[src/rtl/fir_peak_monitor.sv]
// Peak monitor for a signed FIR output: after a start request it ignores a settle period,
// then tracks the signed maximum over a fixed window and publishes it with a done pulse.
module fir_peak_monitor #(
    parameter int DATA_W        = 40,
    parameter int SETTLE_CYCLES = 170,
    parameter int WINDOW_CYCLES = 2000
) (
    input  logic                     clk,
    input  logic                     rst_n,
    input  logic                     start,
    input  logic signed [DATA_W-1:0] din,
    output logic                     busy,
    output logic                     done,
    output logic signed [DATA_W-1:0] peak,
    output logic [7:0]               meas_count
);

    localparam int MAX_CYC = (SETTLE_CYCLES > WINDOW_CYCLES) ? SETTLE_CYCLES : WINDOW_CYCLES;
    localparam int CNT_RAW = $clog2(MAX_CYC + 1);
    localparam int CNT_W   = (CNT_RAW < 1) ? 1 : CNT_RAW;
    localparam logic [CNT_W-1:0] SETTLE_LAST = CNT_W'(SETTLE_CYCLES - 1);
    localparam logic [CNT_W-1:0] WINDOW_LAST = CNT_W'(WINDOW_CYCLES);
    localparam logic [CNT_W-1:0] CNT_ZERO    = CNT_W'(0);
    localparam logic [CNT_W-1:0] CNT_ONE     = CNT_W'(1);

    typedef enum logic [1:0] {
        ST_IDLE    = 2'd0,
        ST_SETTLE  = 2'd1,
        ST_MEASURE = 2'd2,
        ST_DONE    = 2'd3
    } state_t;

    state_t                     state_r;
    state_t                     state_s;
    logic [CNT_W-1:0]           cnt_r;
    logic signed [DATA_W-1:0]   run_max_r;
    logic signed [DATA_W-1:0]   sample_max_s;
    logic signed [DATA_W-1:0]   peak_r;
    logic [7:0]                 meas_count_r;
    logic                       busy_r;
    logic                       done_r;

    // State register.
    always_ff @(posedge clk or negedge rst_n) begin
        if (!rst_n) begin
            state_r <= ST_IDLE;
        end else begin
            state_r <= state_s;
        end
    end

    // Next-state logic; start is only honoured in IDLE.
    always_comb begin
        state_s = state_r;
        case (state_r)
            ST_IDLE: begin
                if (start) begin
                    if (SETTLE_CYCLES == 0) begin
                        state_s = ST_MEASURE;
                    end else begin
                        state_s = ST_SETTLE;
                    end
                end else begin
                    state_s = ST_IDLE;
                end
            end
            ST_SETTLE: begin
                if (cnt_r == SETTLE_LAST) begin
                    state_s = ST_MEASURE;
                end else begin
                    state_s = ST_SETTLE;
                end
            end
            ST_MEASURE: begin
                if (cnt_r == WINDOW_LAST) begin
                    state_s = ST_DONE;
                end else begin
                    state_s = ST_MEASURE;
                end
            end
            ST_DONE: begin
                state_s = ST_IDLE;
            end
            default: begin
                state_s = ST_IDLE;
            end
        endcase
    end

    // Running maximum including the current sample; first window cycle loads din outright.
    always_comb begin
        sample_max_s = run_max_r;
        if (cnt_r == CNT_ZERO) begin
            sample_max_s = din;
        end else if (din > run_max_r) begin
            sample_max_s = din;
        end else begin
            sample_max_s = run_max_r;
        end
    end

    // Cycle counter restarts at zero on every state change, so it never exceeds the window length.
    always_ff @(posedge clk or negedge rst_n) begin
        if (!rst_n) begin
            cnt_r <= CNT_ZERO;
        end else if ((state_s == state_r) &&
                     ((state_r == ST_SETTLE) || (state_r == ST_MEASURE))) begin
            cnt_r <= cnt_r + CNT_ONE;
        end else begin
            cnt_r <= CNT_ZERO;
        end
    end

    // Running maximum tracks only MEASURE samples.
    always_ff @(posedge clk or negedge rst_n) begin
        if (!rst_n) begin
            run_max_r <= '0;
        end else if (state_r == ST_MEASURE) begin
            run_max_r <= sample_max_s;
        end else begin
            run_max_r <= run_max_r;
        end
    end

    // Result publication and status flags, registered from the next state.
    always_ff @(posedge clk or negedge rst_n) begin
        if (!rst_n) begin
            peak_r       <= '0;
            meas_count_r <= 8'd0;
            busy_r       <= 1'b0;
            done_r       <= 1'b0;
        end else begin
            busy_r <= (state_s != ST_IDLE);
            done_r <= (state_s == ST_DONE);
            if ((state_r == ST_MEASURE) && (state_s == ST_DONE)) begin
                peak_r       <= sample_max_s;
                meas_count_r <= meas_count_r + 8'd1;
            end else begin
                peak_r       <= peak_r;
                meas_count_r <= meas_count_r;
            end
        end
    end

    assign busy       = busy_r;
    assign done       = done_r;
    assign peak       = peak_r;
    assign meas_count = meas_count_r;

endmodule

[config.mk]
export PLATFORM = sky130hd
export DESIGN_NAME = fir_peak_monitor
export DESIGN_NICKNAME = d
export VERILOG_FILES = /design/src/rtl/fir_peak_monitor.sv
export SDC_FILE = /design/constraint.sdc
export NUM_CORES = 1
export LEC_CHECK = 0
export ABC_AREA = 1
export CELL_PAD_IN_SITES_DETAIL_PLACEMENT = 0
export CELL_PAD_IN_SITES_GLOBAL_PLACEMENT = 1
export CORE_ASPECT_RATIO = 0.7
export CORE_MARGIN = 5
export CORE_UTILIZATION = 36
export DETAILED_ROUTE_END_ITERATION = 12
export PLACE_DENSITY = 0.8
export SLEW_MARGIN = 20
export SYNTH_ARGS = -nofsm -noshare
export SYNTH_HDL_FRONTEND = slang
export SYNTH_SLANG_ARGS = --single-unit
[constraint.sdc]
create_clock -name clk -period 2 [get_ports clk]
set_input_delay 0.2 -clock clk [delete_from_list [all_inputs] [get_ports clk]]
set_output_delay 0.2 -clock clk [all_outputs]
set_load 0.1 [all_outputs]
==> results.yml, run 1 <==
finish:
  register_area_sq_um: 2580
  syn_to_final_growth_pct: 52.2
  drive_gt1_frac: 0.332
  multi_input_area_sq_um: 3820
  diodes: 0
  final_common_cell: "nand2_1"
  fill_cells: 1491
  final_cell_mix: "nand2_1 (252), buf_4 (111), dfrtp_1 (102)"
  final_util: 0.563
  fin_nets: 1071
worst_setup_path:
  cp.arrival_ns: 2.65
  r2r_slack_ns: -0.36
  cpPeakStageDelay_ns: 0.39
  endpoint_kind: "flip-flop"
  critPathSlowestCell: "dfrtp_1"
  crit_path_frequent_cell: "nand2_2"
  worstPathMaxFanout: 5
  start_kind: "flip-flop"
  path_cells: "inv_2, ha_4, nand2_4, nor2_4, nand3_2, nor2_2, nand2_1, nor2_1, nor2_2, nand2_2, nand2_2, nand3_4, nand2_8, buf_12, clkbuf_16, nand2_2, nand3_1, nand2_1"
  worstSetupPathType: "reg2reg"
  cp.required_ns: 2.30
grt:
  grt_pass1_vias: 5505
  grt_usage: 0.183
  grt_start_max_net_pins: 42
  grt_pass1_wl_mm: 28.6
  gr-total-overflow: 0
  antenna_found_initial: 0
synth:
  syn_nets: 909
  ys_seq_area_frac: 0.424
  ys_types: 32
  ys_warn_count: 0
  synth_cells: 819
  syn_avg_cell_area_sq_um: 7.43
  synth_area_sq_um: 6080
  ys_ff_latch: 103
cts:
  clk_latency_ns: 0.36
  htreeDepth: 3
  cts_tree: "built"
  path_clk_slew_ns: 0.07
  cts_buffers: 9
  clk_path_buf_depth: 2
  clockRootBuffer: "clkbuf_16"
  cts.sinks: 103
route:
  vias_per_cell: 4.75
  remaining_drc_errors: 0
  first_iter_violations: 335
  wl_per_cell_um: 14.9
  ant_nets: 0
  wirelength_mm: 18.1
  vias: 5750
  first_pass_iters: 4
placement:
  hpwl_mm: 11.4
  place_ws_ns: -0.628
  port_buffers: 92
  place_congestion: 0.769
floorplan:
  start_util: 0.370
  dieArea_sq_um: 19600
  die_y_um: 119
  num_rows: 39
  die_w_um: 165
  boundaryPins: 93
  core-area_sq_um: 16400
timing:
  timing.final.crit_period_ns: 2.36
  post-route-period-util: 1.18
  finClkSkew_ns: 0.00505
  clock.fmax_mhz: 424
  worst_slack_ns: -0.357
  slew_viol_final: 0
  relSlewSlack: 0.577
  rsz0062_at_grt: "yes"
  worst_pin_slew_ns: 0.634
  setup_viol: 84
  hold_viol: 0
run_status:
  violations: "negative setup slack"
  outcome: "finished with violations"
power_and_ir_drop:
  total_power_mw: 6.09
  ir_worst_vdd_v: 0.000448
  powerDensity_nw_per_um2: 657
  power.leakage_nw: 4.82
hold_path:
  hold_path_class: "in2async"
job:
  cap_violations: 0
layout make-up:
| class | count | share of cell area |
|---|---|---|
| repair buffers | 183 | 0.197 |
| well taps | 225 | 0.0304 |
| inverters | 121 | 0.0490 |
| clock inverters | 7 | 0.00797 |
| clock buffers | 9 | 0.0243 |
| multi-input cells | 563 | 0.413 |
| flip-flops and latches | 103 | 0.278 |
cells by family (layout without fill, tap and decap cells):
group                      after synthesis  in the layout  synth area share
DFF                                    103            103             0.424
buffers and inverters                  153            320             0.106
xor gates and xnor gates                12             12            0.0173
and+or+nand+nor                        477            477             0.331
AOI/OAI and AO/OA                       27             27            0.0251
adders and majority gates               47             47            0.0967
timing repair:
| item | in CTS | in global routing |
|---|---|---|
| resized for setup | 76 | 141 |
| gates cloned | 5 | 3 |
| endpoints found under the hold margin | 31 | 0 |
| setup endpoints to repair | 81 | 99 |
| setup buffers | 9 | 13 |
| hold buffers | 1 | 0 |
| pin swaps | 31 | 77 |
critical path, delay by kind of cell, from the launching register on:
family | cells | cell delay, ns
flip-flops | 1 | 0.39
AND/OR/NAND/NOR | 14 | 1.22
buffers and inverters | 3 | 0.40
adder cells (fa/ha/maj) | 1 | 0.29
power breakdown:
group	switching, mW	leakage (nW)	internal [mW]	total, mW
sequential	0.0331	1.22	2.12	2.16
combinational	1.38	3.47	0.742	2.12
clock	0.835	0.134	0.971	1.81
total	2.25	4.82	3.84	6.09
metrics by stage:
step / hold WS (ns) / instances / TNS, ns / cell area, sq um
detailed placement: 0.204 / 1165 / -47.46 / 7570
CTS: 0.367 / 1196 / -16.57 / 8500
finish: 0.348 / 1211 / -24.47 / 9260
global route: 0.381 / 1211 / -38.90 / 9260
global placement: 0.203 / 1165 / -48.11 / 7570
floorplan: -0.0956 / 819 / 0 / 6080
registers in the layout, indices dropped and copies added (netlist names):
register / count
done: 1
cnt_r: 11
peak: 40
meas_count: 8
run_max_r: 40
busy: 1
state_r: 2
cell usage after synthesis, drive strengths merged:
cell type	instances	area share
or2	1	0.0010
a21o	2	0.0025
a21oi	15	0.012
xor2	6	0.0086
nand4	3	0.0031
and2	1	0.0010
ha	47	0.097
buf	19	0.023
o21bai	1	0.0012
inv	121	0.075
dfrtp	103	0.42
xnor2	6	0.0086
nand2	294	0.18
a21boi	1	0.0012
nand3	135	0.11
nand3b	1	0.0012
o221ai	1	0.0014
nor2	32	0.020
nor3	9	0.0099
clkbuf	13	0.0080
nor4	1	0.0010
o21ai	7	0.0064
layer usage:
metal	GRT usage	up-vias	wire length [um]
met2	0.268	135	7910
met5	0	-	0
li1	-	2904	-
met3	0.0390	18	1050
met4	0.0412	0	237
met1	0.277	2693	8860
final timing paths:
| path | start | endpoint | cells past startpoint |
|---|---|---|---|
| min | rst_n | state_r[0] | 2 |
| max in group asynchronous | rst_n | peak[2] | 3 |
| min in group clk | run_max_r[21] | run_max_r[21] | 2 |
| max reg2reg | run_max_r[13] | run_max_r[27] | 18 |
| min reg2reg | run_max_r[21] | run_max_r[21] | 2 |
| max | run_max_r[13] | run_max_r[27] | 18 |
Note: power is estimated with default switching activity, not from simulation.
==> run 2: changes to the inputs <==
Settings changed: CAP_MARGIN set to 10, CTS_CLUSTER_SIZE set to 25, GPL_TIMING_DRIVEN set to 0.
==> run 2 against run 1 <==
Effect of this change: the flow still finishes with violations (negative setup slack); register-to-register slack improved by 0.03 ns; clock power about the same; final cell count is 1.7% lower; first-iteration DRC count shrank 3.0%; fmax rose by 1.3%; critical path type unchanged; critical endpoint is now run_max_r[9]; largest power group is now combinational cells.
==> results.yml, run 2 (synthesized netlist as in run 1, its figures left out) <==
worst_setup_path:
  critPathSlowestCell: "dfrtp_1"
  endpoint_kind: "flip-flop"
  path_cells: "inv_2, ha_4, nand2_2, nor2_4, nand3_2, nor2_2, nand2_2, nor2_4, nor2_4, nand2_2, nand2_2, nand3_4, nand2_8, buf_12, nand2_1, nand3_2, nand2_2"
  worstPathMaxFanout: 8
  cp.arrival_ns: 2.61
  worstSetupPathDepth: 17
  start_kind: "flip-flop"
  worstRegToRegCells: 17
  worst-path-buf-inv: 2
  cpPeakStageDelay_ns: 0.37
  critical_path.top_delay_family: "simple AND/OR/NAND/NOR gates"
  cp.required_ns: 2.29
  crit_path_frequent_cell: "nand2_2"
  worstSetupPathType: "reg2reg"
floorplan:
  num_rows: 39
  start_util: 0.370
  die_y_um: 119
  core-area_sq_um: 16400
  boundaryPins: 93
  die_w_um: 165
  dieArea_sq_um: 19600
timing:
  worst_slack_ns: -0.326
  relSlewSlack: 0.348
  post-route-period-util: 1.16
  rsz0062_at_grt: "yes"
  timing.final.crit_period_ns: 2.33
  worst_pin_slew_ns: 0.981
  slew_viol_final: 0
  clock.fmax_mhz: 430
  hold_viol: 0
  finClkSkew_ns: 0.00866
  setup_viol: 96
route:
  first_pass_iters: 4
  vias_per_cell: 4.73
  wl_per_cell_um: 15.5
  remaining_drc_errors: 0
  ant_nets: 0
  first_iter_violations: 325
  vias: 5634
  met2_length_mm: 8.19
  wl_met1_mm: 9.37
  wirelength_mm: 18.5
  routed.top_layer: "met4"
  met3_length_um: 860
grt:
  grt_pass1_vias: 5540
  grt_usage: 0.185
  grt_start_max_net_pins: 70
  gr-total-overflow: 0
  grt_pass1_wl_mm: 28.9
  antenna_found_initial: 0
power_and_ir_drop:
  power.leakage_nw: 4.87
  ir_worst_vdd_v: 0.000488
  total_power_mw: 6.43
  powerDensity_nw_per_um2: 689
finish:
  syn_to_final_growth_pct: 53.4
  fin_nets: 1051
  final_cell_mix: "nand2_1 (219), dfrtp_1 (102), inv_1 (96)"
  final_common_cell: "nand2_1"
  stdcell_count: 1191
  diodes: 0
  drive_gt1_frac: 0.321
cts:
  cts.sinks: 103
  clk_latency_ns: 0.35
  cts_tree: "built"
  clockRootBuffer: "clkbuf_16"
  htreeDepth: 3
  path_clk_slew_ns: 0.08
  clk_path_buf_depth: 2
  cts_buffers: 9
placement:
  port_buffers: 92
  hpwl_mm: 11.6
  dp_cells: 1137
  place_congestion: 0.813
hold_path:
  hold_path_class: "in2async"
run_status:
  violations: "negative setup slack"
  outcome: "finished with violations"
job:
  cap_violations: 0
==> run 2: cell types whose count changed in the layout (fill, tap and decap cells not counted), sizes merged <==
cell	change
buf	-81
dlygate4sd2	+50
clkbuf	+12
clkinvlp	-2
clkinv	+1
==> run 2: layer usage <==
| metal | GRT usage | vias to the layer above |
|---|---|---|
| met4 | 0.0340 | 0 |
| met1 | 0.279 | 2659 |
| li1 | - | 2849 |
| met3 | 0.0428 | 6 |
| met5 | 0 | - |
| met2 | 0.273 | 120 |
==> run 2: final cells by class <==
cell class / instances / area (sq um)
inverter: 121 / 457
sequential: 103 / 2580
timing repair buffer: 135 / 1370
fill: 1533 / 7110
buffer: 28 / 262
multi-input combinational: 563 / 4080
clock inverter: 6 / 60.1
tap: 225 / 282
clock buffer: 10 / 239
==> run 2: where the power goes <==
part / switching, mW / internal, mW
clock: 0.819 / 1.00
combinational: 1.52 / 0.923
sequential: 0.0476 / 2.12
==> run 2: repair_timing <==
item | in CTS | in global routing
hold buffers | 1 | 0
pin swaps | 66 | 80
hold endpoints to repair | 34 | 0
setup buffers | 25 | 12
gates resized for setup | 215 | 173
gates cloned | 6 | 2
endpoints found under the setup margin | 148 | 99
==> run 2: final timing paths <==
path                                from      endpoint  slack [ns]
hold / removal                     rst_n      peak[14]        0.30
hold reg to reg                  peak[3]       peak[3]        0.47
setup reg to reg           run_max_r[23]  run_max_r[9]       -0.33
max in group asynchronous          rst_n      cnt_r[0]        1.01
min in group clk                 peak[3]       peak[3]        0.47
setup / recovery           run_max_r[23]  run_max_r[9]       -0.33
==> run 2: through the flow <==
| step | area [sq um] | TNS (ns) | utilization | hold WS (ns) | setup WS, ns |
|---|---|---|---|---|---|
| floorplan | 6080 | 0 | - | -0.0956 | 0.0339 |
| global placement | 7290 | -421.68 | 0.443 | 0.463 | -3.50 |
| detailed placement | 7310 | -63.12 | 0.445 | 0.128 | -0.786 |
| global route | 9330 | -38.61 | 0.567 | 0.328 | -0.484 |
| CTS | 8620 | -19.50 | 0.524 | 0.313 | -0.290 |
| finish | 9330 | -21.84 | 0.567 | 0.303 | -0.326 |
==> run 3: changes to the inputs <==
Settings changed: GPL_ROUTABILITY_DRIVEN set to 0, HOLD_SLACK_MARGIN set to 0.06, SKIP_LAST_GASP set to 1.
==> run 3 against run 2 <==
Effect of this change: clock skew grew 0.0010 ns; power increased by 0.22%; final cell count is the same; largest cell class unchanged; largest power group unchanged; hold slack got worse by 0.0064 ns; flip-flop and latch count unchanged; cell area hardly changed; the run still ends with negative setup slack left; highest routed layer unchanged; combinational power about the same.
==> results.yml, run 3 (synthesized netlist as in run 1, its figures left out) <==
timing:
  worst_hold_slack_ns: 0.297
  setup_tns_ns: -25.37
  worst_pin_slew_ns: 0.981
  relSlewSlack: 0.349
  rsz0062_at_grt: "yes"
  timing.final.crit_period_ns: 2.34
  finClkSkew_ns: 0.00969
  worst_slack_ns: -0.336
  post-route-period-util: 1.17
  slew_viol_final: 0
  hold_viol: 0
  setup_viol: 99
  clock.fmax_mhz: 428
route:
  first_pass_iters: 5
  vias_per_cell: 4.74
  remaining_drc_errors: 0
  vias: 5651
  wirelength_mm: 18.6
  first_iter_violations: 298
  ant_nets: 0
  wl_per_cell_um: 15.6
power_and_ir_drop:
  powerDensity_nw_per_um2: 690
  power_frac_seq: 0.337
  power.leakage_nw: 4.87
  switching_share: 0.372
  ir_worst_vdd_v: 0.000394
  switchingPower_mw: 2.40
  intPower_mw: 4.04
  p_clk_frac: 0.283
  p_comb_frac: 0.380
  total_power_mw: 6.44
grt:
  gr-total-overflow: 0
  antenna_found_initial: 0
  grt_pass1_vias: 5536
  grt_usage: 0.185
  grt_start_max_net_pins: 70
  grt_pass1_wl_mm: 28.9
cts:
  clk_latency_ns: 0.36
  cts.sinks: 103
  cts_buffers: 9
  clk_path_buf_depth: 2
  cts_tree: "built"
  path_clk_slew_ns: 0.08
  clockRootBuffer: "clkbuf_16"
  htreeDepth: 3
finish:
  fill_cells: 1541
  diodes: 0
  final_common_cell: "nand2_1"
  final_util: 0.568
  drive_gt1_frac: 0.322
  syn_to_final_growth_pct: 53.5
  fin_nets: 1051
  final_cell_mix: "nand2_1 (217), dfrtp_1 (102), inv_1 (96)"
run_status:
  violations: "negative setup slack"
  outcome: "finished with violations"
worst_setup_path:
  cpPeakStageDelay_ns: 0.36
  cp.arrival_ns: 2.58
  path_cells: "inv_1, ha_4, nand2_2, nor2_4, nand3_2, nor2_2, nand2_2, nor2_4, nor2_4, nand2_2, nand2_2, nand3_4, buf_4, nand3_1, nand3_1, nand2_1"
  crit_path_frequent_cell: "nand2_2"
  critPathSlowestCell: "dfrtp_1"
  worstPathMaxFanout: 10
  start_kind: "flip-flop"
  reg2reg_from: "run_max_r[22]"
  worstRegToRegCells: 16
  r2r-end: "run_max_r[37]"
  endpoint_kind: "flip-flop"
  worstSetupPathType: "reg2reg"
  r2r_slack_ns: -0.34
  cp.required_ns: 2.24
floorplan:
  boundaryPins: 93
  die_w_um: 165
  dieArea_sq_um: 19600
  num_rows: 39
  start_util: 0.370
  core-area_sq_um: 16400
  die_y_um: 119
hold_path:
  hold_path_class: "in2async"
placement:
  port_buffers: 92
  hpwl_mm: 11.6
  place_ws_ns: -0.786
job:
  cap_violations: 0
[run 3: cell counts in the layout (fill, tap and decap cells not counted)]
Identical to the previous run, type by type.
[run 3: final cells by class]
class                           instances  area (sq um)  share of cell area
Inverter                              121           454              0.0486
Clock inverter                          6          60.1             0.00643
Clock buffer                           10           239              0.0256
Buffer                                 28           262              0.0280
Multi-Input combinational cell        563          4100               0.439
Tap cell                              225           282              0.0301
Sequential cell                       103          2580               0.276
Timing Repair Buffer                  135          1360               0.146
[run 3: worst max path at each step]
stage | end | from | slack (ns) | cells past startpoint
after floorplan | peak[0] | run_max_r[39] | 0.03 | 16
after global placement | peak[28] | rst_n | -3.50 | 1
after detailed placement | peak[26] | din[39] | -0.79 | 16
after CTS | peak[32] | run_max_r[30] | -0.29 | 17
after global routing | run_max_r[39] | run_max_r[25] | -0.49 | 19
final | run_max_r[37] | run_max_r[22] | -0.34 | 16
[run 3: critical path: cells and delay by family, from the launching register on]
family	cells	cell delay (ns)
adders and majority gates	1	0.27
and+or+nand+nor	13	1.28
DFF	1	0.36
buffers and inverters	2	0.32
[run 3: per-layer routing]
layer  track usage  share of wire
met1         0.278           0.51
met2         0.273           0.44
met3        0.0418          0.043
met4        0.0345         0.0076
met5             0              0
[run 3: power groups by stage]
stage | Sequential, mW | Combinational, mW | Clock [mW]
after CTS | 2.17 | 1.92 | 1.88
final | 2.17 | 2.45 | 1.82
after global placement | 2.20 | 1.19 | 0
after floorplan | 2.26 | 0.679 | 0
after global routing | 2.18 | 2.60 | 1.96
after detailed placement | 2.20 | 1.21 | 0
[run 3: stage by stage]
| stage | area [sq um] | std cells |
|---|---|---|
| 5_1_grt | 9340 | 1191 |
| 4_1_cts | 8580 | 1184 |
| 2_1_floorplan | 6080 | 819 |
| 3_3_place_gp | 7290 | 1136 |
| 6_report | 9340 | 1191 |
| 3_5_place_dp | 7310 | 1137 |
[run 3: timing repair]
item                                    in CTS  in global routing
cloned                                       6                  2
resized for setup                          206                181
setup buffers                               25                 12
endpoints found under the setup margin     148                 99
pin swaps                                   66                 79
hold buffers                                 1                  0
endpoints found under the hold margin       34                  0
